File: src/rtl/trivium_byte_io.sv
// Byte-wide key/IV loader and keystream byte packer for a serial Trivium core.
// Takes 20 key/IV bytes, pulses the core load, discards the warm-up bits, then packs keystream bits LSB-first.
//
// state | meaning
// ------+---------------------------------------------------------------
// LOAD  | accepting key/IV bytes 0..19, in_ready high
// INIT  | one-cycle core_load pulse, warm-up counter preset
// WARM  | core stepped every cycle, keystream discarded
// RUN   | keystream bits packed into bytes, output valid/ready handshake
module trivium_byte_io #(
    parameter int WARMUP = 1152
) (
    input  logic        clk,
    input  logic        rst,
    input  logic        restart,
    input  logic [7:0]  in_data,
    input  logic        in_valid,
    output logic        in_ready,
    output logic [79:0] key_out,
    output logic [79:0] iv_out,
    output logic        core_load,
    output logic        core_en,
    input  logic        core_ks,
    output logic [7:0]  ks_byte,
    output logic        ks_valid,
    input  logic        ks_ready
);

    typedef enum logic [1:0] {
        ST_LOAD,
        ST_INIT,
        ST_WARM,
        ST_RUN
    } state_t;

    localparam logic [15:0] WARM_LAST = 16'(WARMUP - 1);

    state_t      state_q, state_d;
    logic [4:0]  n_q, n_d;
    logic [79:0] key_q, key_d;
    logic [79:0] iv_q, iv_d;
    logic        load_q, load_d;
    logic [15:0] warm_q, warm_d;
    logic [6:0]  pack_q, pack_d;
    logic [2:0]  pcnt_q, pcnt_d;
    logic [7:0]  byte_q, byte_d;
    logic        valid_q, valid_d;
    logic        accept;

    always_comb begin
        state_d  = state_q;
        n_d      = n_q;
        key_d    = key_q;
        iv_d     = iv_q;
        load_d   = 1'b0;
        warm_d   = warm_q;
        pack_d   = pack_q;
        pcnt_d   = pcnt_q;
        byte_d   = byte_q;
        valid_d  = valid_q;
        in_ready = (state_q == ST_LOAD);
        core_en  = 1'b0;
        accept   = in_ready & in_valid;

        unique case (state_q)
            ST_LOAD: begin
                if (accept) begin
                    for (int i = 0; i < 10; i++) begin
                        if (n_q == 5'(i)) key_d[8*i +: 8] = in_data;
                        if (n_q == 5'(i + 10)) iv_d[8*i +: 8] = in_data;
                    end
                    if (n_q == 5'd19) begin
                        state_d = ST_INIT;
                        load_d  = 1'b1;
                        n_d     = 5'd0;
                    end else begin
                        n_d = n_q + 5'd1;
                    end
                end
            end
            ST_INIT: begin
                state_d = ST_WARM;
                warm_d  = WARM_LAST;
            end
            ST_WARM: begin
                core_en = 1'b1;
                if (warm_q == 16'd0) begin
                    state_d = ST_RUN;
                end else begin
                    warm_d = warm_q - 16'd1;
                end
            end
            ST_RUN: begin
                // Stall only when the 8th bit would have nowhere to go.
                core_en = !((pcnt_q == 3'd7) && valid_q && !ks_ready);
                if (valid_q && ks_ready) valid_d = 1'b0;
                if (core_en) begin
                    if (pcnt_q == 3'd7) begin
                        byte_d  = {core_ks, pack_q};
                        valid_d = 1'b1;
                        pcnt_d  = 3'd0;
                    end else begin
                        pack_d = {core_ks, pack_q[6:1]};
                        pcnt_d = pcnt_q + 3'd1;
                    end
                end
            end
            default: state_d = ST_LOAD;
        endcase

        if (restart) begin
            state_d = ST_LOAD;
            n_d     = 5'd0;
            key_d   = 80'd0;
            iv_d    = 80'd0;
            load_d  = 1'b0;
            warm_d  = 16'd0;
            pack_d  = 7'd0;
            pcnt_d  = 3'd0;
            valid_d = 1'b0;
        end
    end

    always_ff @(posedge clk) begin
        if (rst) begin
            state_q <= ST_LOAD;
            n_q     <= 5'd0;
            key_q   <= 80'd0;
            iv_q    <= 80'd0;
            load_q  <= 1'b0;
            warm_q  <= 16'd0;
            pack_q  <= 7'd0;
            pcnt_q  <= 3'd0;
            byte_q  <= 8'd0;
            valid_q <= 1'b0;
        end else begin
            state_q <= state_d;
            n_q     <= n_d;
            key_q   <= key_d;
            iv_q    <= iv_d;
            load_q  <= load_d;
            warm_q  <= warm_d;
            pack_q  <= pack_d;
            pcnt_q  <= pcnt_d;
            byte_q  <= byte_d;
            valid_q <= valid_d;
        end
    end

    assign key_out   = key_q;
    assign iv_out    = iv_q;
    assign core_load = load_q;
    assign ks_byte   = byte_q;
    assign ks_valid  = valid_q;

endmodule
File: config.mk
export PLATFORM = sky130hd
export DESIGN_NAME = trivium_byte_io
export DESIGN_NICKNAME = d
export VERILOG_FILES = /design/src/rtl/trivium_byte_io.sv
export SDC_FILE = /design/constraint.sdc
export NUM_CORES = 1
export LEC_CHECK = 0
export CAP_MARGIN = 20
export CORE_MARGIN = 8
export CORE_UTILIZATION = 65
export CTS_CLUSTER_DIAMETER = 80
export DETAILED_ROUTE_END_ITERATION = 7
export DONT_BUFFER_PORTS = 1
export PLACE_DENSITY = 0.8
export RECOVER_POWER = 25
export SETUP_SLACK_MARGIN = 0.2
export SYNTH_ARGS = -nofsm -noshare
export SYNTH_HDL_FRONTEND = slang
export SYNTH_SLANG_ARGS = --single-unit
File: constraint.sdc
create_clock -name clk -period 2.9 [get_ports clk]
set_input_delay 0.435 -clock clk [delete_from_list [all_inputs] [get_ports clk]]
set_output_delay 0.435 -clock clk [all_outputs]
set_load 0.03 [all_outputs]
==> flow_metrics.py <==
metrics = {
    "final_layout": {
        "finish.net_count": 816,
        "fill_cells": 855,
        "drive_gt1_share_pct": 7.50,
        "fin_cells": 947,
        "post-route-util_pct": 72.8,
        "area_growth_pct": 10.1,
        "finalInstanceArea_um2": 8670,
        "num_antenna_cells": 0,
    },
    "floorplanning": {
        "die_x_um": 126,
        "initial_core_util_pct": 66.1,
        "core-area_um2": 11900,
        "fp.dieArea_um2": 15900,
        "ios": 186,
        "die_h_um": 126,
        "num_rows": 40,
    },
    "sta": {
        "fin_skew_ps": 10.7,
        "fin_ws_ps": 479,
        "final_hold_viol_count": 0,
        "hold_ws_ps": 11.1,
        "rsz0062_at_grt": "no",
        "tightest_slew_ps": 902,
        "finalSetupTns_ps": 0,
        "relSlewSlack_pct": 39.9,
        "finalSetupViolCount": 0,
        "final_max_slew_viol_count": 0,
        "period_share_pct": 83.5,
        "max_clock_freq_mhz": 413,
        "final.min_clock_period_ps": 2420,
    },
    "worst_setup_path": {
        "crit_required_ps": 3310,
        "critical_path_class": "reg -> reg",
        "crit_path_max_fanout": 7,
        "worstPathArrival_ps": 2830,
        "cpPeakStageDelay_ps": 600,
        "cp-start-kind": "register",
        "critical_path.cell_chain": "inv_1 > ha_1 > nor3b_1 > o21ai_1 > a2111oi_0 > mux2i_1",
        "end_kind": "register",
        "cpMaxStageDelayCell": "a2111oi_0",
    },
    "yosys": {
        "synth_top_cell_area_share_pct": 51.6,
        "ys_seq_area_share_pct": 51.6,
        "synth_top_area_cell": "dfxtp_1",
        "synth-main-ff-cell": "dfxtp_1",
        "synth_area_um2": 7880,
        "async_flop_share_pct": 0,
        "synth_enable_flop_cells": 0,
        "ys_seq_elements": 203,
        "syn_inst": 803,
        "synth_common_cells": "dfxtp_1 (203), nor2_1 (188), mux2i_1 (166)",
        "syn-mean-instance-area_um2": 9.81,
        "synth_cell_type_count": 55,
        "synth_area_leaders": "dfxtp_1 (52%), mux2i_1 (21%), nor2_1 (9.0%), clkbuf_1 (2.4%), ha_1 (2.1%)",
        "yosys_warnings": 0,
        "syn-num-nets": 830,
        "synth.most_common_cell": "dfxtp_1",
    },
    "routing": {
        "wl_per_cell_um": 21.2,
        "wl_met3_um": 1970,
        "routed_wl_um": 20100,
        "drtIter0Drc": 439,
        "ant_nets": 0,
        "route.detailed.drc": 0,
        "vias": 5730,
        "wl_met1_um": 7380,
        "wl_met2_um": 10200,
        "viasPerCell": 6.05,
        "top_layer": "met4",
        "drt-pass1-iter-count": 5,
    },
    "placement": {
        "dp_hpwl_um": 13600,
        "globalplace.congestion": 0.845,
        "placed_cells": 913,
        "portBuffers": 0,
        "placed_area_um2": 7990,
        "pre_cts_ws_ps": 622,
    },
    "global_route": {
        "grt_max_degree": 107,
        "grt_usage_pct": 24.0,
        "antenna_found_initial": 0,
        "grt_pass1_wl_um": 31200,
        "grt_overflow": 0,
        "grt_pass1_vias": 5697,
    },
    "clocking": {
        "cts_buffer_depth": 3,
        "cts_htree_levels": 1,
        "ctsRootBufferMaster": "clkbuf_16",
        "cts_setup_buffers": 0,
        "cts_resized": 0,
        "worstSkewPairLatency_ps": 490,
        "cts_sinks": 203,
        "clk_pin_slew_ps": 60,
        "holdBufCountCts": 0,
        "cts_tree": "yes",
        "cts_made_buffers": 21,
    },
    "power": {
        "power.density_nw_per_um2": 641,
        "total_power_mw": 5.56,
        "p_leak_nw": 3.26,
        "vdd_drop_max_uv": 543,
    },
    "hold_path": {
        "hold_path_class": "in -> reg",
    },
    "run_status": {
        "status": "completed",
    },
    "run": {
        "cap_violations": 0,
    },
}
-- area by class of cell --
type	count	area [um^2]	area share, %
clock buffer	28	592	6.83
multi-input combinational	534	3550	40.9
inverter	10	37.5	0.433
clock inverter	6	90.1	1.04
sequential	203	4060	46.9
tap	147	184	2.12
timing repair buffer	19	155	1.79
-- power by group --
group	switching, mW	total [mW]	internal [mW]
Sequential	0.0203	2.82	2.80
Clock	1.04	2.65	1.61
Combinational	0.0675	0.100	0.0325
Total	1.13	5.56	4.43
-- state kept, by name, summed over array words and instances, names as in the netlist --
| name | cells |
|---|---|
| iv_out | 80 |
| key_out | 80 |
| warm_q | 16 |
| ks_byte | 8 |
| pack_q | 7 |
| n_q | 5 |
| pcnt_q | 3 |
| state_q | 2 |
| core_load | 1 |
| ks_valid | 1 |
-- worst paths after layout --
path	startpoint	to	slack (ps)	cells after the start
max	warm_q[0]	warm_q[14]	480	6
min	rst	ks_byte[1]	10	1
max reg2reg	warm_q[0]	warm_q[14]	480	6
min reg2reg	pack_q[0]	pack_q[0]	470	2
-- worst max-delay path, delay by kind of cell, from the launching register on --
family / cells / cell delay, ps
AOI/OAI and AO/OA: 2 / 940
adders and majority gates: 1 / 180
buffers and inverters: 1 / 80
DFF: 1 / 360
muxes: 1 / 230
and+or+nand+nor: 1 / 550
-- cell families after synthesis --
group	count (synthesis)	share of synthesized area, %
and+or+nand+nor	294	16.7
DFF	203	51.6
muxes	166	21.1
buffers and inverters	66	3.38
AOI/OAI and AO/OA	58	4.78
adders and majority gates	13	2.07
xor gates and xnor gates	3	0.334
-- placed cells by master (no fill, tap or decap), types with 2 or more instances in the layout --
cell and count:
dfxtp_1 203, nor2_1 188, mux2i_1 166, nand2_1 42, a21oi_1 22, clkbuf_16 21
buf_4 18, ha_1 13, nand3_1 11, or3_1 10, inv_1 9, a211oi_1 8
nand4_1 7, o21ai_0 6, nor4_1 5, o31ai_1 4, clkbuf_8 4, nand3b_1 3
nand4b_1 3, or4_1 3, nand2b_1 3, clkbuf_1 3, xor2_1 2, nor2b_1 2
nor4_4 2, o211ai_1 2, a31oi_1 2, a41oi_1 2, o41ai_1 2, nor3_1 2
nor3_2 2, bufinv_16 2
-- metal layers --
layer | global-route usage (%) | vias to the layer above
met5 | 0 | -
met4 | 7.57 | 0
met3 | 8.99 | 47
met2 | 42.7 | 214
met1 | 25.7 | 2762
li1 | - | 2707
Note: power is estimated with default switching activity, not from simulation.
